**src/rtl/scalar_mult_ctrl_if.sv**
```systemverilog
// Handshake bundle between the scalar-multiplication sequencer and its
// neighbours: the job intake from the input stage, the command channel to the
// point-arithmetic unit, the result handshake to the output stage, and debug
// status.
//   job_valid/job_m/job_ready : scalar intake (valid/ready)
//   op_valid/op_code/op_ready : command issue (valid/ready)
//   op_done                   : single-cycle completion pulse from the unit
//   res_valid/res_ready       : final-result handshake
//   busy/bit_idx              : controller status for debug
// master = the controller, slave = the surrounding datapath/stages.
interface scalar_mult_ctrl_if #(
  parameter int SCALAR_W = 255,
  parameter int IDX_W    = 8
);
  logic                job_valid;
  logic [SCALAR_W-1:0] job_m;
  logic                job_ready;
  logic                op_valid;
  logic [1:0]          op_code;
  logic                op_ready;
  logic                op_done;
  logic                res_valid;
  logic                res_ready;
  logic                busy;
  logic [IDX_W-1:0]    bit_idx;

  modport master (
    input  job_valid, job_m, op_ready, op_done, res_ready,
    output job_ready, op_valid, op_code, res_valid, busy, bit_idx
  );

  modport slave (
    output job_valid, job_m, op_ready, op_done, res_ready,
    input  job_ready, op_valid, op_code, res_valid, busy, bit_idx
  );
endinterface

```
**src/rtl/scalar_mult_ctrl.sv**
```systemverilog
// Sequencer for the point-arithmetic unit: MSB-first double-and-add over a
// SCALAR_W-bit scalar M. Leading zeros are skipped one bit per cycle, the first
// set bit issues LOAD, each lower bit issues DOUBLE and (if set) ADD. M=0
// issues a single CLEAR. Every command waits for its op_done pulse before the
// next one is decided, so only one command is ever outstanding.
// Ports:
//   i_clk   : clock, rising edge
//   i_rst_n : asynchronous active-low reset; abandons any job in flight
//   bus     : scalar_mult_ctrl_if.master (job, command, result, debug)
// All outputs decode from registered state only.
module scalar_mult_ctrl #(
  parameter int SCALAR_W = 255,
  parameter int IDX_W    = 8
) (
  input  logic                   i_clk,
  input  logic                   i_rst_n,
  scalar_mult_ctrl_if.master     bus
);

  typedef enum logic [2:0] {
    S_IDLE, S_SCAN, S_ISSUE, S_WAIT, S_DONE
  } state_e;

  typedef enum logic [1:0] {
    OP_LOAD   = 2'b00,
    OP_DOUBLE = 2'b01,
    OP_ADD    = 2'b10,
    OP_CLEAR  = 2'b11
  } op_e;

  localparam logic [IDX_W-1:0] IDX_TOP  = IDX_W'(SCALAR_W - 1);
  localparam logic [IDX_W-1:0] IDX_ZERO = '0;
  localparam logic [IDX_W-1:0] IDX_ONE  = IDX_W'(1);

  state_e              state, state_next;
  logic [SCALAR_W-1:0] m_r, m_next;
  logic [IDX_W-1:0]    idx_r, idx_next;
  op_e                 op_r, op_next;

  // State register
  // NOTE: sequential state uses non-blocking assignments so every register
  // samples the pre-edge values, independent of statement order.
  always_ff @(posedge i_clk or negedge i_rst_n) begin
    if (!i_rst_n) begin
      state <= S_IDLE;
      // NOTE: the scalar register is a plain flop bank, not a memory, so it is
      // cleared with the rest of the state; nothing leaks from an abandoned job.
      m_r   <= '0;
      idx_r <= IDX_ZERO;
      op_r  <= OP_LOAD;
    end else begin
      state <= state_next;
      m_r   <= m_next;
      idx_r <= idx_next;
      op_r  <= op_next;
    end
  end

  // Next-state logic
  // NOTE: every target gets a hold-value default first, so no path through
  // the case statement can infer a latch.
  always_comb begin
    state_next = state;
    m_next     = m_r;
    idx_next   = idx_r;
    op_next    = op_r;
    case (state)
      S_IDLE: begin
        // job_ready is high exactly in IDLE, so job_valid alone fires here.
        if (bus.job_valid) begin
          m_next     = bus.job_m;
          idx_next   = IDX_TOP;
          state_next = S_SCAN;
        end
      end
      S_SCAN: begin
        if (m_r[idx_r]) begin
          op_next    = OP_LOAD;
          state_next = S_ISSUE;
        end else if (idx_r == IDX_ZERO) begin
          op_next    = OP_CLEAR;
          state_next = S_ISSUE;
        end else begin
          idx_next = idx_r - IDX_ONE;
        end
      end
      S_ISSUE: begin
        if (bus.op_ready) state_next = S_WAIT;
      end
      S_WAIT: begin
        if (bus.op_done) begin
          case (op_r)
            OP_CLEAR: state_next = S_DONE;
            OP_DOUBLE: begin
              // A doubled accumulator still owes an ADD for a set bit at the
              // same index before moving down.
              if (m_r[idx_r]) begin
                op_next    = OP_ADD;
                state_next = S_ISSUE;
              end else if (idx_r == IDX_ZERO) begin
                state_next = S_DONE;
              end else begin
                idx_next   = idx_r - IDX_ONE;
                op_next    = OP_DOUBLE;
                state_next = S_ISSUE;
              end
            end
            default: begin  // LOAD or ADD: this bit is fully processed
              if (idx_r == IDX_ZERO) begin
                state_next = S_DONE;
              end else begin
                idx_next   = idx_r - IDX_ONE;
                op_next    = OP_DOUBLE;
                state_next = S_ISSUE;
              end
            end
          endcase
        end
      end
      S_DONE: begin
        if (bus.res_ready) state_next = S_IDLE;
      end
      default: state_next = S_IDLE;
    endcase
  end

  // Moore output decode
  always_comb begin
    bus.job_ready = (state == S_IDLE);
    bus.op_valid  = (state == S_ISSUE);
    bus.op_code   = op_r;
    bus.res_valid = (state == S_DONE);
    bus.busy      = (state != S_IDLE);
    bus.bit_idx   = idx_r;
  end

endmodule

```
**src/flat_wrapper.sv**
```systemverilog
// flat-port wrapper written by rule: the top's interface ports become plain ports
module scalar_mult_ctrl_flat 
#(
  parameter int SCALAR_W = 255,
  parameter int IDX_W    = 8
)
  (i_clk, i_rst_n, bus_job_valid, bus_job_m, bus_op_ready, bus_op_done, bus_res_ready, bus_job_ready, bus_op_valid, bus_op_code, bus_res_valid, bus_busy, bus_bit_idx);
  scalar_mult_ctrl_if #(.SCALAR_W(SCALAR_W), .IDX_W(IDX_W)) bus_i ();
  input  logic i_clk;
  input  logic i_rst_n;
  input wire logic [$bits(bus_i.job_valid)-1:0] bus_job_valid;
  input wire logic [$bits(bus_i.job_m)-1:0] bus_job_m;
  input wire logic [$bits(bus_i.op_ready)-1:0] bus_op_ready;
  input wire logic [$bits(bus_i.op_done)-1:0] bus_op_done;
  input wire logic [$bits(bus_i.res_ready)-1:0] bus_res_ready;
  output wire logic [$bits(bus_i.job_ready)-1:0] bus_job_ready;
  output wire logic [$bits(bus_i.op_valid)-1:0] bus_op_valid;
  output wire logic [$bits(bus_i.op_code)-1:0] bus_op_code;
  output wire logic [$bits(bus_i.res_valid)-1:0] bus_res_valid;
  output wire logic [$bits(bus_i.busy)-1:0] bus_busy;
  output wire logic [$bits(bus_i.bit_idx)-1:0] bus_bit_idx;
  assign bus_i.job_valid = bus_job_valid;
  assign bus_i.job_m = bus_job_m;
  assign bus_i.op_ready = bus_op_ready;
  assign bus_i.op_done = bus_op_done;
  assign bus_i.res_ready = bus_res_ready;
  assign bus_job_ready = bus_i.job_ready;
  assign bus_op_valid = bus_i.op_valid;
  assign bus_op_code = bus_i.op_code;
  assign bus_res_valid = bus_i.res_valid;
  assign bus_busy = bus_i.busy;
  assign bus_bit_idx = bus_i.bit_idx;
  scalar_mult_ctrl #(.SCALAR_W(SCALAR_W), .IDX_W(IDX_W)) u_core (.i_clk(i_clk), .i_rst_n(i_rst_n), .bus(bus_i));
endmodule
```
**config.mk**
```make
export PLATFORM = sky130hd
export DESIGN_NAME = scalar_mult_ctrl_flat
export DESIGN_NICKNAME = d
export VERILOG_FILES = /design/src/rtl/scalar_mult_ctrl_if.sv /design/src/rtl/scalar_mult_ctrl.sv /design/src/flat_wrapper.sv
export SDC_FILE = /design/constraint.sdc
export NUM_CORES = 1
export LEC_CHECK = 0
export CAP_MARGIN = 30
export CORE_MARGIN = 4
export CORE_UTILIZATION = 34
export DETAILED_ROUTE_END_ITERATION = 8
export DONT_BUFFER_PORTS = 1
export PLACE_DENSITY = 0.46
export SETUP_SLACK_MARGIN = 0.5
export SLEW_MARGIN = 10
export SYNTH_ARGS = -nofsm -noshare
export SYNTH_HDL_FRONTEND = slang
export SYNTH_SLANG_ARGS = --single-unit
```
**constraint.sdc**
```tcl
create_clock -name i_clk -period 3.7 [get_ports i_clk]
set_input_delay 0.925 -clock i_clk [delete_from_list [all_inputs] [get_ports i_clk]]
set_output_delay 0.925 -clock i_clk [all_outputs]
set_load 0.03 [all_outputs]
```
==> impl_results.md, run 1 <==
* Top-count cell post-synth: dfrtp_1
* DPL Wire Length at 26.0 mm
* Final Max Slew Viols at 0
* Min Tclk post-route at 3270 ps
* Placer Congestion at 0.857
* First-pass GRT wire length at 56.6 mm
* DR vias at 7,791
* Distinct cell type count after synthesis at 61
* Main area contributors after synthesis: dfrtp_1 53%, mux2_2 24%, mux4_2 6.2%
* Residual DRC at 0
* Final net count at 1,198
* Longest Clk Path Bufs at 3
* H-Tree Depth at 2
* Fin util at 41.0%
* Worst Path Max Fanout at 5
* Final setup viols at 0
* TNS Setup at 0 ps
* Syn Area/Cell at 14.1 sq um
* Status: finished clean
* FFs w/ async S/R, synth at 100%
* RSZ-0062 raised after global routing: true
* Starting DRT DRC Count at 400
* Power Total at 15.1 mW
* DR WL/cell at 26.2 microns
* Drt first pass iters at 5
* Startpoint class of the critical path: register
* Clk slew on worst S/H paths at 60 ps
* Crit path DAT at 3720 ps
* Post-synthesis cell count at 895
* Power density cells at 1000 nW/um^2
* Cts bufs inserted at 34
* Vias in the first global route at 8,442
* Initial Utilization at 34.5%
* Syn_nets at 1,158
* Pin count of the biggest net entering global routing at 269
* Skew-Pair Late Insertion Delay at 530 ps
* Post-synth EDFFs at 0
* Period Utilization, post-route at 88.5%
* Final ANT Viol Nets at 0
* Die Wd at 201 microns
* Dpl cells at 1,337
* Gr ovfl total at 0
* CP endpoint kind: register
* Root Driver: clkbuf_16
* Synthesis warning total at 0
* Ports at 275
* Seq/Total Area, Yosys at 53.0%
* CTS tree: yes
* Worst hold-check path type: primary input to async pin
* Relative slew slack at 49.1%
* Clock Sinks at 268
* Non-filler instance count after layout at 1,428
* Synth top area share at 53.0%
* WL final at 37.4 mm
* Core area at 36,700 sq um
* Area growth syn-to-layout at 19.0%
* Crit path kind: register to register
* Measured slew at the worst slew-check pin at 764 ps
* Synth cell count leaders: 268 x dfrtp_1, 266 x mux2_2, 49 x mux2i_1, 45 x clkbuf_1, 35 x mux4_2
* Post-synth top area cell: dfrtp_1
* Cell Rows at 70
* Number of I/O port buffers at 0
* Via-per-instance ratio at 5.46
* Dominant synthesized flop cell: dfrtp_1
* Peak VDD IR at 0.000444 V
* Area of the die at 40,400 sq um
* Leakage dissipation at 6.25 nW
* GRT Total Usage at 18.3%
* Die H at 201 microns
* Post-synthesis cell area at 12,700 sq um
* Synthesized flop and latch total at 268
* Final hold violations at 0
* Maximum clock rate at 305 MHz
* Post-CTS Hold Fix Bufs at 0
* WP data required at 4140 ps
* Share of layout cells above drive strength 1 at 49.0%
* Fin Hold WS at 111 ps
* Max-cap violation count at 0
* Initial antenna violation count at 20
* Clk_skew at 13.9 ps
==> worst max-delay path: stages (launching register included) <==
cell and delay, ps:
dfrtp_4 460, buf_8 140, bufbuf_16 260, mux4_2 510
a22o_1 210, a211oi_2 190, o211ai_1 180, o2111ai_2 160
and4bb_4 330, nor2_4 60, or4_4 480, a32oi_2 210
==> cell type report <==
cell class	count	area, sq um
fill	3424	21600
antenna	4	10.0
inverter	12	45.0
timing repair buffer	71	812
tap	468	586
clock inverter	6	90.1
multi-input combinational	548	5810
clock buffer	51	986
sequential	268	6720
==> sequential cells by signal, summed over array words and instances, names as in the netlist <==
name / flops
u_core.bus.bit_idx: 8
u_core.bus.op_code: 2
u_core.m_r: 255
u_core.state: 3
==> metal layers <==
metal,track usage (%),wire (microns)
met5,0,219
met4,5.31,816
met3,7.22,3060
met2,28.3,17200
met1,24.1,16000
==> kinds of logic (layout without fill, tap and decap cells) <==
logic type / Yosys count / after routing / share of synthesized area, %
muxes: 353 / 353 / 34.4
DFF: 268 / 268 / 53.0
AOI/OAI and AO/OA: 98 / 98 / 5.45
and+or+nand+nor: 92 / 92 / 3.89
buffers and inverters: 79 / 140 / 2.85
xor gates and xnor gates: 3 / 3 / 0.208
adders and majority gates: 2 / 2 / 0.198
other: 0 / 4 / 0
==> placed cells by master, fill, tap and decap left out, drive strengths merged, types with 3 or more instances in the layout <==
cell    synthesis  layout
diode           0       4
a21oi          15      15
a31oi           9       9
and2            5       5
o211ai          3       3
a211oi          6       6
dfrtp         268     268
mux2i          49      49
o221ai          9       9
mux2          266     266
mux4           38      38
nor2           24      24
buf            22      68
nor2b           4       4
o21ai          15      15
a22o            4       4
nand2          16      16
clkbuf         45      52
nor3            8       8
a22oi           3       3
o22ai          11      11
inv            12      13
nand2b          4       4
nand3           6       6
a221oi          4       4
or3             3       3
nor4            7       7
==> final timing paths <==
path                                       startpoint                    end  slack (ps)  cells past startpoint
worst max-delay path            u_core.bus.bit_idx[0]  u_core.bus.bit_idx[4]         430                     11
worst min-delay path                          i_rst_n        u_core.m_r[108]         110                      0
worst max register to register  u_core.bus.bit_idx[0]  u_core.bus.bit_idx[4]         430                     11
worst min register to register        u_core.m_r[140]        u_core.m_r[140]         500                      1
max in group asynchronous                     i_rst_n  u_core.bus.bit_idx[0]        2890                      0
min in group i_clk                    u_core.m_r[140]        u_core.m_r[140]         500                      1
==> power by group <==
| group | switching [mW] | internal, mW |
|---|---|---|
| Sequential | 0.899 | 4.39 |
| Clock | 1.26 | 1.98 |
| Combinational | 2.94 | 3.64 |
==> metrics by stage <==
| stage | cell area (sq um) | worst slack [ps] |
|---|---|---|
| 2_1_floorplan | 12700 | 502 |
| 3_3_place_gp | 13300 | 62.7 |
| 3_5_place_dp | 13300 | -26.7 |
| 4_1_cts | 14900 | 438 |
| 5_1_grt | 15000 | 324 |
| 6_report | 15100 | 426 |
==> timing repair <==
item | 4_1_cts | 5_1_grt
pin swaps | 18 | 20
buffers inserted | 22 | 4
cloned | 3 | 1
endpoints found under the setup margin | 12 | 10
gates resized for setup | 46 | 20
No activity file was read; power rests on OpenSTA's default activity.
==> run 2: changes to the inputs <==
- CORE_UTILIZATION: 34 -> 59
- PLACE_DENSITY: 0.46 -> 0.75
==> impl_results.md, run 2 (synthesis gave the netlist of run 1 again) <==
* Status: finished clean
* Period Utilization, post-route at 89.7%
* Power density cells at 1010 nW/um^2
* Area growth syn-to-layout at 14.7%
* Die Wd at 154 microns
* DR WL/cell at 27.1 microns
* Core area at 21,100 sq um
* TNS Setup at 0 ps
* Share of layout cells above drive strength 1 at 47.4%
* Drt first pass iters at 8
* Cell Rows at 53
* Internal power at 9.65 mW
* Residual DRC at 0
* Cts bufs inserted at 29
* Measured slew at the worst slew-check pin at 659 ps
* DR vias at 7,945
* Longest Clk Path Bufs at 3
* Number of I/O port buffers at 0
* NetSw at 4.95 mW
* First-pass GRT wire length at 51.2 mm
* Crit path kind: register to register
* Clock network fraction of total power at 20.6%
* Ports at 275
* Final ANT Viol Nets at 0
* Layout fillers at 1,400
* Area of the die at 23,900 sq um
* Die H at 154 microns
* Initial Utilization at 60.0%
* RSZ-0062 raised after global routing: true
* Power Total at 14.6 mW
* Relative slew slack at 56.1%
* Most common cell after layout, fill and taps aside: dfrtp_1
* DPL Wire Length at 23.0 mm
* Final net count at 1,177
* Worst Path Max Fanout at 5
* Gr ovfl total at 0
* Dpl cells at 1,134
* Clock Sinks at 268
* Clk_skew at 10.8 ps
* FF/Latch Area at 6710 sq um
* Vias in the first global route at 8,587
* Leakage dissipation at 6.11 nW
* Commonest cells after routing, fill and taps aside: 266 x dfrtp_1, 265 x mux2_2, 45 x mux2i_1
* WP data required at 4150 ps
* Switching part of the total power at 33.9%
* Clk slew on worst S/H paths at 60 ps
* Peak VDD IR at 0.000503 V
* Max-cap violation count at 0
* Pin count of the biggest net entering global routing at 269
* Startpoint class of the critical path: register
* H-Tree Depth at 1
* Final WS setup at 383 ps
* Placer Congestion at 0.925
* Final hold violations at 0
* Sequential share of power at 36.6%
* Multi-input logic area at 5770 sq um
* Root Driver: clkbuf_16
* GRT Total Usage at 27.5%
* Via-per-instance ratio at 6.51
* Starting DRT DRC Count at 837
* Final Max Slew Viols at 0
* Number of flip-flops in the largest register at 255
* WL final at 33.1 mm
* Final setup viols at 0
* Crit path DAT at 3770 ps
* Largest reg by FF count: u_core.m_r
* CTS tree: yes
* CP endpoint kind: register
* Setup WS pre-CTS at 20.2 ps
* Maximum clock rate at 301 MHz
* Gate power share at 42.8%
* Skew-Pair Late Insertion Delay at 550 ps
* Min Tclk post-route at 3320 ps
* Non-filler instance count after layout at 1,220
* Worst hold-check path type: primary input to async pin
* Initial antenna violation count at 16
==> run 2: worst paths after layout <==
kind	slack [ps]	depth (start not counted)	from	end
max	380	11	u_core.bus.bit_idx[0]	u_core.bus.bit_idx[4]
min in group i_clk	500	1	u_core.m_r[27]	u_core.m_r[27]
min reg2reg	500	1	u_core.m_r[27]	u_core.m_r[27]
max in group asynchronous	3020	0	i_rst_n	u_core.bus.bit_idx[0]
min	80	0	i_rst_n	u_core.m_r[25]
max reg2reg	380	11	u_core.bus.bit_idx[0]	u_core.bus.bit_idx[4]
==> run 2: per-layer routing <==
| layer | GRT usage, % | up-vias | share of wire [%] |
|---|---|---|---|
| li1 | - | 3416 | - |
| met1 | 35.9 | 3979 | 38 |
| met2 | 44.3 | 418 | 49 |
| met3 | 8.65 | 114 | 9.0 |
| met4 | 8.96 | 18 | 3.7 |
| met5 | 0 | - | 0.35 |
==> run 2: final cells by class <==
type / instances / share of cell area, %
multi-input cells: 548 / 39.8
clock buffers: 42 / 5.68
flip-flops and latches: 268 / 46.3
well taps: 275 / 2.37
diodes: 8 / 0.138
inverters: 12 / 0.310
clock inverters: 12 / 1.24
repair buffers: 55 / 4.22
==> run 2: stage by stage <==
step                      util, %  cell area, sq um  hold slack (ps)
after floorplan                 -             12700              472
after detailed placement     61.7             13000              492
after global placement       61.7             13000              483
after global routing         68.8             14500             60.6
final                        68.8             14500             82.0
after CTS                    68.3             14400             59.3
==> run 2: repair_timing <==
| item | in CTS | in global routing |
|---|---|---|
| buffers inserted | 18 | 4 |
| resized for setup | 33 | 18 |
| setup endpoints to repair | 12 | 10 |
| cloned | 2 | 0 |
| pin swaps | 10 | 14 |
| hold buffers | 0 | 0 |
==> run 2: power groups by stage <==
stage	clock network, mW	registers [mW]	logic [mW]
after detailed placement	0	5.37	5.30
after floorplan	0	5.01	4.14
after CTS	3.04	5.32	5.99
after global placement	0	5.26	5.08
after global routing	3.18	5.51	6.67
final	3.00	5.35	6.24
==> run 2: worst max-delay path: stages, from the launching register on <==
cell and delay [ps]:
dfrtp_4 530, buf_6 150, buf_16 130, mux4_2 410, mux2_4 300, a221oi_2 270, a221oi_2 80, o2111ai_2 250
and4bb_4 320, nor2_4 50, or4_4 480, a32oi_2 240
